File: config.mk
export PLATFORM = sky130hd
export DESIGN_NAME = rca_config_sequencer_flat
export DESIGN_NICKNAME = d
export VERILOG_FILES = /design/src/rtl/rca_config_sequencer_pkg.sv /design/src/rtl/rca_config_sequencer_if.sv /design/src/rtl/rca_config_sequencer_cmd_fifo.sv /design/src/rtl/rca_config_sequencer.sv /design/src/flat_wrapper.sv
export SDC_FILE = /design/constraint.sdc
export NUM_CORES = 1
export LEC_CHECK = 0
export ABC_CLOCK_PERIOD_IN_PS = 2700
export BUFFER_PORTS_ARGS = -buffer_cell sky130_fd_sc_hd__buf_2
export CORE_MARGIN = 5
export CORE_UTILIZATION = 53
export DETAILED_ROUTE_END_ITERATION = 6
export PLACE_DENSITY = 0.87
export SLEW_MARGIN = 20
export SYNTH_ARGS = -nofsm -noshare
export SYNTH_HDL_FRONTEND = slang
export SYNTH_SLANG_ARGS = --single-unit
File: constraint.sdc
create_clock -name clk -period 2.7 [get_ports clk]
set_clock_uncertainty 0.15 [all_clocks]
set_input_delay 0.54 -clock clk [delete_from_list [all_inputs] [get_ports clk]]
set_output_delay 0.54 -clock clk [all_outputs]
set_load 0.01 [all_outputs]
File: src/rtl/rca_config_sequencer_pkg.sv
// Shared types for the RCA configuration sequencer: command opcodes, the
// buffered command record and the sequencing FSM states.
package rca_config_sequencer_pkg;

  localparam int CMD_OP_W   = 4;
  localparam int CMD_ADDR_W = 8;
  localparam int CMD_DATA_W = 16;

  typedef enum logic [3:0] {
    OP_START    = 4'd0,
    OP_SRC      = 4'd1,
    OP_DEST_FB  = 4'd2,
    OP_DEST_NFB = 4'd3,
    OP_GRID     = 4'd4,
    OP_IO       = 4'd5,
    OP_RES_FB   = 4'd6,
    OP_RES_NFB  = 4'd7,
    OP_IO_MAP   = 4'd8,
    OP_END      = 4'd9
  } cfg_op_t;

  // op is kept as raw bits so illegal opcodes can be buffered and then rejected
  typedef struct packed {
    logic [CMD_OP_W-1:0]   op;
    logic [CMD_ADDR_W-1:0] addr;
    logic [CMD_DATA_W-1:0] data;
  } cfg_cmd_t;

  typedef enum logic [1:0] {
    ST_IDLE      = 2'd0,
    ST_WAIT_IDLE = 2'd1,
    ST_STREAM    = 2'd2,
    ST_COMMIT    = 2'd3
  } cfg_state_t;

  function automatic logic is_write_op(input logic [CMD_OP_W-1:0] op);
    return (op >= OP_SRC) && (op <= OP_IO_MAP);
  endfunction

endpackage

File: src/rtl/rca_config_sequencer_if.sv
// Command handshake between the CPU-side RCA config unit (master) and the
// configuration sequencer (slave).
interface rca_config_sequencer_if;

  logic        cmd_valid;
  logic        cmd_ready;
  logic [3:0]  cmd_op;
  logic [7:0]  cmd_addr;
  logic [15:0] cmd_data;

  modport master (
    output cmd_valid, cmd_op, cmd_addr, cmd_data,
    input  cmd_ready
  );

  modport slave (
    input  cmd_valid, cmd_op, cmd_addr, cmd_data,
    output cmd_ready
  );

endinterface

File: src/rtl/rca_config_sequencer_cmd_fifo.sv
// Small command buffer; pointers carry an extra wrap bit so full and empty
// are distinguished without a separate occupancy counter.
module rca_cfg_cmd_fifo
  import rca_config_sequencer_pkg::*;
#(
  parameter int DEPTH = 4
) (
  input  logic     clk,
  input  logic     rst_n,
  input  logic     push_i,
  input  cfg_cmd_t wdata_i,
  input  logic     pop_i,
  output cfg_cmd_t rdata_o,
  output logic     full_o,
  output logic     empty_o
);

  localparam int AW = $clog2(DEPTH);

  logic [AW:0] wr_ptr_q;
  logic [AW:0] rd_ptr_q;
  cfg_cmd_t    mem_q [DEPTH];

  assign empty_o = (wr_ptr_q == rd_ptr_q);
  assign full_o  = (wr_ptr_q[AW] != rd_ptr_q[AW]) &&
                   (wr_ptr_q[AW-1:0] == rd_ptr_q[AW-1:0]);
  assign rdata_o = mem_q[rd_ptr_q[AW-1:0]];

  // Pointer and storage update; overflow/underflow requests are ignored
  always_ff @(posedge clk or negedge rst_n) begin
    if (!rst_n) begin
      wr_ptr_q <= '0;
      rd_ptr_q <= '0;
      for (int i = 0; i < DEPTH; i++) begin
        mem_q[i] <= '0;
      end
    end else begin
      if (push_i && !full_o) begin
        mem_q[wr_ptr_q[AW-1:0]] <= wdata_i;
        wr_ptr_q                <= wr_ptr_q + (AW+1)'(1);
      end
      if (pop_i && !empty_o) begin
        rd_ptr_q <= rd_ptr_q + (AW+1)'(1);
      end
    end
  end

endmodule

File: src/rtl/rca_config_sequencer.sv
// Turns a buffered stream of config commands into single-cycle config-register
// write strobes, holding the target RCA busy until the sequence commits.
module rca_config_sequencer
  import rca_config_sequencer_pkg::*;
#(
  parameter int NUM_RCAS           = 4,
  parameter int NUM_READ_PORTS     = 2,
  parameter int NUM_WRITE_PORTS    = 2,
  parameter int NUM_GRID_MUXES     = 64,
  parameter int GRID_MUX_INPUTS    = 16,
  parameter int GRID_NUM_ROWS      = 4,
  parameter int IO_UNIT_MUX_INPUTS = 8,
  parameter int FIFO_DEPTH         = 4
) (
  input  logic                                   clk,
  input  logic                                   rst_n,
  rca_config_sequencer_if.slave                  cmd,
  input  logic [NUM_RCAS-1:0]                    rca_idle,
  output logic [$clog2(NUM_RCAS)-1:0]            cfg_rca_sel,
  output logic                                   cpu_fb_reg_addr_wr_en,
  output logic                                   cpu_nfb_reg_addr_wr_en,
  output logic [$clog2(NUM_READ_PORTS)-1:0]      cpu_port_sel,
  output logic                                   cpu_src_dest_port,
  output logic [4:0]                             cpu_reg_addr,
  output logic                                   grid_mux_wr_en,
  output logic [$clog2(NUM_GRID_MUXES)-1:0]      grid_mux_wr_addr,
  output logic [$clog2(GRID_MUX_INPUTS)-1:0]     new_grid_mux_sel,
  output logic                                   io_mux_wr_en,
  output logic [$clog2(GRID_NUM_ROWS)-1:0]       io_mux_addr,
  output logic [$clog2(IO_UNIT_MUX_INPUTS)-1:0]  new_io_mux_sel,
  output logic                                   rca_fb_result_mux_wr_en,
  output logic                                   rca_nfb_result_mux_wr_en,
  output logic [$clog2(NUM_WRITE_PORTS)-1:0]     rca_result_mux_addr,
  output logic [$clog2(GRID_NUM_ROWS)-1:0]       new_rca_result_mux_sel,
  output logic                                   rca_io_inp_map_wr_en,
  output logic [GRID_NUM_ROWS-1:0]               new_rca_io_inp_map,
  output logic [NUM_RCAS-1:0]                    rca_cfg_busy,
  output logic                                   cfg_done,
  output logic                                   cfg_error
);

  localparam int ID_W    = $clog2(NUM_RCAS);
  localparam int PORT_W  = $clog2(NUM_READ_PORTS);
  localparam int RES_W   = $clog2(NUM_WRITE_PORTS);
  localparam int GADDR_W = $clog2(NUM_GRID_MUXES);
  localparam int GSEL_W  = $clog2(GRID_MUX_INPUTS);
  localparam int ROW_W   = $clog2(GRID_NUM_ROWS);
  localparam int IOSEL_W = $clog2(IO_UNIT_MUX_INPUTS);

  cfg_cmd_t   wdata_s;
  cfg_cmd_t   head_s;
  logic       push_s;
  logic       pop_s;
  logic       full_s;
  logic       empty_s;
  logic       unused_s;

  cfg_state_t                  state_q;
  logic [ID_W-1:0]             id_q;
  logic [NUM_RCAS-1:0]         busy_q;
  logic                        done_q;
  logic                        err_q;
  logic                        fb_wr_q;
  logic                        nfb_wr_q;
  logic [PORT_W-1:0]           port_sel_q;
  logic                        src_dest_q;
  logic [4:0]                  reg_addr_q;
  logic                        grid_wr_q;
  logic [GADDR_W-1:0]          grid_addr_q;
  logic [GSEL_W-1:0]           grid_sel_q;
  logic                        io_wr_q;
  logic [ROW_W-1:0]            io_addr_q;
  logic [IOSEL_W-1:0]          io_sel_q;
  logic                        res_fb_wr_q;
  logic                        res_nfb_wr_q;
  logic [RES_W-1:0]            res_addr_q;
  logic [ROW_W-1:0]            res_sel_q;
  logic                        map_wr_q;
  logic [GRID_NUM_ROWS-1:0]    map_q;

  assign wdata_s       = {cmd.cmd_op, cmd.cmd_addr, cmd.cmd_data};
  assign push_s        = cmd.cmd_valid && !full_s;
  assign cmd.cmd_ready = !full_s;
  assign pop_s         = !empty_s && ((state_q == ST_IDLE) || (state_q == ST_STREAM));
  assign unused_s      = ^head_s;

  rca_cfg_cmd_fifo #(
    .DEPTH (FIFO_DEPTH)
  ) u_cmd_fifo (
    .clk     (clk),
    .rst_n   (rst_n),
    .push_i  (push_s),
    .wdata_i (wdata_s),
    .pop_i   (pop_s),
    .rdata_o (head_s),
    .full_o  (full_s),
    .empty_o (empty_s)
  );

  // Sequencing FSM; strobes and cfg_done default low so each lasts one cycle
  always_ff @(posedge clk or negedge rst_n) begin
    if (!rst_n) begin
      state_q      <= ST_IDLE;
      id_q         <= '0;
      busy_q       <= '0;
      done_q       <= 1'b0;
      err_q        <= 1'b0;
      fb_wr_q      <= 1'b0;
      nfb_wr_q     <= 1'b0;
      port_sel_q   <= '0;
      src_dest_q   <= 1'b0;
      reg_addr_q   <= 5'd0;
      grid_wr_q    <= 1'b0;
      grid_addr_q  <= '0;
      grid_sel_q   <= '0;
      io_wr_q      <= 1'b0;
      io_addr_q    <= '0;
      io_sel_q     <= '0;
      res_fb_wr_q  <= 1'b0;
      res_nfb_wr_q <= 1'b0;
      res_addr_q   <= '0;
      res_sel_q    <= '0;
      map_wr_q     <= 1'b0;
      map_q        <= '0;
    end else begin
      done_q       <= 1'b0;
      fb_wr_q      <= 1'b0;
      nfb_wr_q     <= 1'b0;
      grid_wr_q    <= 1'b0;
      io_wr_q      <= 1'b0;
      res_fb_wr_q  <= 1'b0;
      res_nfb_wr_q <= 1'b0;
      map_wr_q     <= 1'b0;
      case (state_q)
        ST_IDLE: begin
          if (!empty_s) begin
            if (head_s.op == OP_START) begin
              id_q                            <= head_s.addr[ID_W-1:0];
              busy_q[head_s.addr[ID_W-1:0]]   <= 1'b1;
              state_q                         <= ST_WAIT_IDLE;
            end else begin
              err_q <= 1'b1;
            end
          end
        end
        ST_WAIT_IDLE: begin
          if (rca_idle[id_q]) begin
            state_q <= ST_STREAM;
          end
        end
        ST_STREAM: begin
          if (!empty_s) begin
            if (head_s.op == OP_END) begin
              state_q <= ST_COMMIT;
            end else if (!is_write_op(head_s.op)) begin
              err_q <= 1'b1;
            end else begin
              case (head_s.op)
                OP_SRC, OP_DEST_FB, OP_DEST_NFB: begin
                  fb_wr_q    <= (head_s.op != OP_DEST_NFB);
                  nfb_wr_q   <= (head_s.op == OP_DEST_NFB);
                  src_dest_q <= (head_s.op != OP_SRC);
                  port_sel_q <= head_s.addr[PORT_W-1:0];
                  reg_addr_q <= head_s.data[4:0];
                end
                OP_GRID: begin
                  grid_wr_q   <= 1'b1;
                  grid_addr_q <= head_s.addr[GADDR_W-1:0];
                  grid_sel_q  <= head_s.data[GSEL_W-1:0];
                end
                OP_IO: begin
                  io_wr_q   <= 1'b1;
                  io_addr_q <= head_s.addr[ROW_W-1:0];
                  io_sel_q  <= head_s.data[IOSEL_W-1:0];
                end
                OP_RES_FB, OP_RES_NFB: begin
                  res_fb_wr_q  <= (head_s.op == OP_RES_FB);
                  res_nfb_wr_q <= (head_s.op == OP_RES_NFB);
                  res_addr_q   <= head_s.addr[RES_W-1:0];
                  res_sel_q    <= head_s.data[ROW_W-1:0];
                end
                OP_IO_MAP: begin
                  map_wr_q <= 1'b1;
                  map_q    <= head_s.data[GRID_NUM_ROWS-1:0];
                end
                default: begin
                  err_q <= 1'b1;
                end
              endcase
            end
          end
        end
        ST_COMMIT: begin
          done_q       <= 1'b1;
          busy_q[id_q] <= 1'b0;
          state_q      <= ST_IDLE;
        end
        default: begin
          state_q <= ST_IDLE;
        end
      endcase
    end
  end

  assign cfg_rca_sel              = id_q;
  assign cpu_fb_reg_addr_wr_en    = fb_wr_q;
  assign cpu_nfb_reg_addr_wr_en   = nfb_wr_q;
  assign cpu_port_sel             = port_sel_q;
  assign cpu_src_dest_port        = src_dest_q;
  assign cpu_reg_addr             = reg_addr_q;
  assign grid_mux_wr_en           = grid_wr_q;
  assign grid_mux_wr_addr         = grid_addr_q;
  assign new_grid_mux_sel         = grid_sel_q;
  assign io_mux_wr_en             = io_wr_q;
  assign io_mux_addr              = io_addr_q;
  assign new_io_mux_sel           = io_sel_q;
  assign rca_fb_result_mux_wr_en  = res_fb_wr_q;
  assign rca_nfb_result_mux_wr_en = res_nfb_wr_q;
  assign rca_result_mux_addr      = res_addr_q;
  assign new_rca_result_mux_sel   = res_sel_q;
  assign rca_io_inp_map_wr_en     = map_wr_q;
  assign new_rca_io_inp_map       = map_q;
  assign rca_cfg_busy             = busy_q;
  assign cfg_done                 = done_q;
  assign cfg_error                = err_q;

endmodule

File: src/flat_wrapper.sv
// flat-port wrapper written by rule: the top's interface ports become plain ports
module rca_config_sequencer_flat import rca_config_sequencer_pkg::*;
#(
  parameter int NUM_RCAS           = 4,
  parameter int NUM_READ_PORTS     = 2,
  parameter int NUM_WRITE_PORTS    = 2,
  parameter int NUM_GRID_MUXES     = 64,
  parameter int GRID_MUX_INPUTS    = 16,
  parameter int GRID_NUM_ROWS      = 4,
  parameter int IO_UNIT_MUX_INPUTS = 8,
  parameter int FIFO_DEPTH         = 4
)
  (clk, rst_n, rca_idle, cfg_rca_sel, cpu_fb_reg_addr_wr_en, cpu_nfb_reg_addr_wr_en, cpu_port_sel, cpu_src_dest_port, cpu_reg_addr, grid_mux_wr_en, grid_mux_wr_addr, new_grid_mux_sel, io_mux_wr_en, io_mux_addr, new_io_mux_sel, rca_fb_result_mux_wr_en, rca_nfb_result_mux_wr_en, rca_result_mux_addr, new_rca_result_mux_sel, rca_io_inp_map_wr_en, new_rca_io_inp_map, rca_cfg_busy, cfg_done, cfg_error, cmd_cmd_valid, cmd_cmd_op, cmd_cmd_addr, cmd_cmd_data, cmd_cmd_ready);
  rca_config_sequencer_if cmd_i ();
  input  logic clk;
  input  logic rst_n;
  input  logic [NUM_RCAS-1:0] rca_idle;
  output logic [$clog2(NUM_RCAS)-1:0] cfg_rca_sel;
  output logic cpu_fb_reg_addr_wr_en;
  output logic cpu_nfb_reg_addr_wr_en;
  output logic [$clog2(NUM_READ_PORTS)-1:0] cpu_port_sel;
  output logic cpu_src_dest_port;
  output logic [4:0] cpu_reg_addr;
  output logic grid_mux_wr_en;
  output logic [$clog2(NUM_GRID_MUXES)-1:0] grid_mux_wr_addr;
  output logic [$clog2(GRID_MUX_INPUTS)-1:0] new_grid_mux_sel;
  output logic io_mux_wr_en;
  output logic [$clog2(GRID_NUM_ROWS)-1:0] io_mux_addr;
  output logic [$clog2(IO_UNIT_MUX_INPUTS)-1:0] new_io_mux_sel;
  output logic rca_fb_result_mux_wr_en;
  output logic rca_nfb_result_mux_wr_en;
  output logic [$clog2(NUM_WRITE_PORTS)-1:0] rca_result_mux_addr;
  output logic [$clog2(GRID_NUM_ROWS)-1:0] new_rca_result_mux_sel;
  output logic rca_io_inp_map_wr_en;
  output logic [GRID_NUM_ROWS-1:0] new_rca_io_inp_map;
  output logic [NUM_RCAS-1:0] rca_cfg_busy;
  output logic cfg_done;
  output logic cfg_error;
  input wire logic [$bits(cmd_i.cmd_valid)-1:0] cmd_cmd_valid;
  input wire logic [$bits(cmd_i.cmd_op)-1:0] cmd_cmd_op;
  input wire logic [$bits(cmd_i.cmd_addr)-1:0] cmd_cmd_addr;
  input wire logic [$bits(cmd_i.cmd_data)-1:0] cmd_cmd_data;
  output wire logic [$bits(cmd_i.cmd_ready)-1:0] cmd_cmd_ready;
  assign cmd_i.cmd_valid = cmd_cmd_valid;
  assign cmd_i.cmd_op = cmd_cmd_op;
  assign cmd_i.cmd_addr = cmd_cmd_addr;
  assign cmd_i.cmd_data = cmd_cmd_data;
  assign cmd_cmd_ready = cmd_i.cmd_ready;
  rca_config_sequencer #(.NUM_RCAS(NUM_RCAS), .NUM_READ_PORTS(NUM_READ_PORTS), .NUM_WRITE_PORTS(NUM_WRITE_PORTS), .NUM_GRID_MUXES(NUM_GRID_MUXES), .GRID_MUX_INPUTS(GRID_MUX_INPUTS), .GRID_NUM_ROWS(GRID_NUM_ROWS), .IO_UNIT_MUX_INPUTS(IO_UNIT_MUX_INPUTS), .FIFO_DEPTH(FIFO_DEPTH)) u_core (.clk(clk), .rst_n(rst_n), .cmd(cmd_i), .rca_idle(rca_idle), .cfg_rca_sel(cfg_rca_sel), .cpu_fb_reg_addr_wr_en(cpu_fb_reg_addr_wr_en), .cpu_nfb_reg_addr_wr_en(cpu_nfb_reg_addr_wr_en), .cpu_port_sel(cpu_port_sel), .cpu_src_dest_port(cpu_src_dest_port), .cpu_reg_addr(cpu_reg_addr), .grid_mux_wr_en(grid_mux_wr_en), .grid_mux_wr_addr(grid_mux_wr_addr), .new_grid_mux_sel(new_grid_mux_sel), .io_mux_wr_en(io_mux_wr_en), .io_mux_addr(io_mux_addr), .new_io_mux_sel(new_io_mux_sel), .rca_fb_result_mux_wr_en(rca_fb_result_mux_wr_en), .rca_nfb_result_mux_wr_en(rca_nfb_result_mux_wr_en), .rca_result_mux_addr(rca_result_mux_addr), .new_rca_result_mux_sel(new_rca_result_mux_sel), .rca_io_inp_map_wr_en(rca_io_inp_map_wr_en), .new_rca_io_inp_map(new_rca_io_inp_map), .rca_cfg_busy(rca_cfg_busy), .cfg_done(cfg_done), .cfg_error(cfg_error));
endmodule
==> metrics <==
internal power=4.569 mW; # fillers=642; DR WL/cell=18.02 µm; transition time at the pin with the least slew margin=0.7298 ns; Post-DRT Antenna Nets=0; area enclosed by the die boundary=~0.011 mm²; pin count of the biggest net entering global routing=59; Synth Area in Compound Gates=under 10%; clock network latency to the later pin of the worst-skew pair=approximately 0.37 ns; endpoint required time on the critical path=roughly 2.8 ns; simple logic cell fraction of the synthesized area=5.349%; Max IR drop VDD=0.6575 mV; largest fanout of any net on the critical path=8; tightest slew margin relative to the limit=51.34%; first-pass GRT wire length=15.26 mm; post-cts repair resize count=0; per-instance average area after synthesis=15.67 µm²; part of the cycle the worst path needs=~93%; distinct cell type count after synthesis=between 40 and 50; Switching Power=2.586 mW; Syn. warnings=0; clk sink count=112; iteration count of the initial detailed-routing pass=4; main combinational cell family by area after synthesis=multiplexers; All-Layer GR Usage=17.24%; count of hold-fix buffers inserted at cts=0; antenna fix cells=0; setup slack of the critical path after layout=0.1917 ns; Syn-to-layout area delta=15.97%; number of H-tree levels=3; count of flip-flops with a built-in enable after synthesis=0; slowest stage cell on the critical path=sky130_fd_sc_hd__mux4_2; critical path type=register to register; setup bufs post-CTS=0; predominant post-synthesis flop cell=sky130_fd_sc_hd__dfrtp_1; Post-route DRC=0; IO Port Bufs=66; status=complete, no violations; Switching Share=a little over a third; max-cap violation count=0; initial cell density of the core=54.99%; minimum clock period after layout=2.508 ns; vias after detailed routing=2,829; clock root buffer=sky130_fd_sc_hd__clkbuf_8; clock buffer depth=2; total power density per cell area=between 1000 and 1500 mW/mm²; critical path's largest stage delay=0.70 ns; arrival time worst endpoint=2.63 ns; count of mapped cells out of synthesis=about 310; Synth Area in XOR/XNOR=approximately 1.4%; aggregate global routing overflow=0; antenna violations before repair=1; detailed placer's ending HPWL=6.568 mm; fraction of final layout cells with drive strength greater than 1=54.43%; final-report setup violation count=0; drt total wl=9.062 mm; flops & latches, synth=between 100 and 150; floorplan row count=34; sequential share of the synthesized area=57.88%; Hold Fails Final Rpt=0; CP Launch Type=register; share of power burned in combinational logic=between 40% and 50%; CP endpoint kind=register; post-synthesis instance area=between 0.004 and 0.005 mm²; io pins=80; Num CTS Buffers=9; setup slack after placement=~0.17 ns; clock transition at the registers of the reported paths=between 0.1 and 0.15 ns; RSZ-0062 raised after global routing=no; vias in the first global route=3,055; fraction of registers with async set or reset after synthesis=100.0%; leakage power=2.590 nW; CTS tree=yes; Chip Width=105.6 µm; clock power share=13.1%; hold crit path type=input port to asynchronous set/reset pin; post-synthesis share of cell area spent on full adders, half adders and majority gates=under 10%; vertical extent of the die=105.6 µm; net count reported at finish=around 430; number of pins with negative max-slew slack in the final report=0; Core Area=0.008806 mm²; First DRT Iteration DRCs=85; routability cong.=0.7675; Max Freq=around 400 MHz; post-route setup TNS=0 ns; mux share of post-synthesis cell area=28.84%; syn nets=353; ordered cell list for the critical path=mux4_2, nor2_8, nand3_2, nor3b_4, mux2_2; sequential group share of total power=40.5%; routed via count divided by cell count=5.624
[cell usage in the layout, fill, tap and decap left out, types with 3 or more instances in the layout]
master	count
sky130_fd_sc_hd__nor2_1	4
sky130_fd_sc_hd__buf_4	11
sky130_fd_sc_hd__nand2_1	8
sky130_fd_sc_hd__clkbuf_8	9
sky130_fd_sc_hd__mux4_2	16
sky130_fd_sc_hd__ha_1	9
sky130_fd_sc_hd__buf_12	5
sky130_fd_sc_hd__nand3b_1	3
sky130_fd_sc_hd__nand4b_1	3
sky130_fd_sc_hd__buf_2	65
sky130_fd_sc_hd__xnor2_1	6
sky130_fd_sc_hd__mux2_2	92
sky130_fd_sc_hd__inv_1	9
sky130_fd_sc_hd__dfrtp_1	112
sky130_fd_sc_hd__nand3_1	4
sky130_fd_sc_hd__o21ai_0	4
[worst paths after layout]
check | slack (ns) | startpoint | depth (start not counted) | endpoint
worst max-delay path | 0.19 | u_core.u_cmd_fifo.rd_ptr_q[0] | 5 | u_core.new_rca_io_inp_map[0]
worst min-delay path | 0.05 | rst_n | 1 | u_core.u_cmd_fifo.mem_q[48]
worst max register to register | 0.19 | u_core.u_cmd_fifo.rd_ptr_q[0] | 5 | u_core.new_rca_io_inp_map[0]
worst min register to register | 0.34 | u_core.rca_cfg_busy[3] | 1 | u_core.rca_cfg_busy[3]
max in group asynchronous | 1.69 | rst_n | 2 | u_core.rca_cfg_busy[2]
min in group clk | 0.28 | cmd_cmd_data[4] | 2 | u_core.u_cmd_fifo.mem_q[32]
[cell type report]
class	count	area, µm²	share of cell area, %
Sequential cell	112	2803	49.91
Multi-Input combinational cell	177	1951	34.74
Timing Repair Buffer	81	508.0	9.046
Tap cell	108	135.1	2.406
Clock buffer	9	123.9	2.206
Clock inverter	7	61.31	1.092
Inverter	9	33.78	0.6016
[kinds of logic (layout without fill, tap and decap cells)]
family / count (synthesis) / after routing
flops: 112 / 112
compound gates: 14 / 14
fa+ha+maj: 9 / 9
xor+xnor: 8 / 8
simple gates: 38 / 38
buf+inv: 20 / 106
mux: 108 / 108
[sequential cells by signal (all words and copies together) (netlist names), 3 cells and up]
signal / cells
u_core.new_io_mux_sel: 3
u_core.u_cmd_fifo.rd_ptr_q: 3
u_core.cpu_reg_addr: 5
u_core.rca_cfg_busy: 4
u_core.u_cmd_fifo.mem_q: 60
u_core.new_grid_mux_sel: 4
u_core.u_cmd_fifo.wr_ptr_q: 3
u_core.grid_mux_wr_addr: 6
u_core.new_rca_io_inp_map: 4
[worst max-delay path, delay by kind of cell, from the launching register on]
kind	cells	cell delay, ns
simple gates	3	0.65
flops	1	0.54
mux	2	1.08
[stage by stage]
step	util (%)	instance area [µm²]	hold WS, ns	cells	total power [mW]
6_report	63.77	5615	0.05264	503	7.155
5_1_grt	63.77	5615	0.1001	503	7.642
4_1_cts	63.77	5615	0.08123	503	7.215
3_5_place_dp	61.67	5430	0.3276	487	6.282
3_3_place_gp	61.67	5430	0.3020	487	6.072
2_1_floorplan	-	4842	0.09441	309	5.231
[cell usage after synthesis, types with 2 or more instances]
cell type / count / area (µm²)
sky130_fd_sc_hd__xnor2_1: 6 / 52.55
sky130_fd_sc_hd__nand4b_1: 3 / 26.28
sky130_fd_sc_hd__nor2b_1: 2 / 12.51
sky130_fd_sc_hd__nor3_1: 3 / 15.01
sky130_fd_sc_hd__xor2_1: 2 / 17.52
sky130_fd_sc_hd__nand2_1: 8 / 30.03
sky130_fd_sc_hd__buf_2: 6 / 30.03
sky130_fd_sc_hd__nand3b_1: 3 / 22.52
sky130_fd_sc_hd__ha_1: 9 / 112.6
sky130_fd_sc_hd__mux2_2: 92 / 1036
sky130_fd_sc_hd__clkbuf_1: 2 / 7.510
sky130_fd_sc_hd__dfrtp_1: 112 / 2803
sky130_fd_sc_hd__inv_1: 9 / 33.78
sky130_fd_sc_hd__nand3_1: 4 / 20.02
sky130_fd_sc_hd__nor2_1: 4 / 15.01
sky130_fd_sc_hd__o21ai_0: 4 / 20.02
sky130_fd_sc_hd__mux4_2: 16 / 360.4
[layer usage]
| metal | global-route usage [%] | part of all wire, % | vias to the layer above |
|---|---|---|---|
| met5 | 0 | 0.077 | - |
| met4 | 3.053 | 0.49 | 2 |
| met3 | 5.685 | 6.1 | 7 |
| met2 | 28.19 | 49 | 73 |
| met1 | 23.02 | 44 | 1454 |
| li1 | - | - | 1293 |
[power groups by stage]
stage,clock network [mW],registers (mW),logic (mW)
after CTS,0.962,2.90,3.35
final,0.939,2.90,3.32
after global routing,1.03,3.00,3.62
after floorplan,0,2.90,2.33
after detailed placement,0,2.94,3.34
after global placement,0,2.87,3.20
Note: power is estimated with default switching activity, not from simulation.
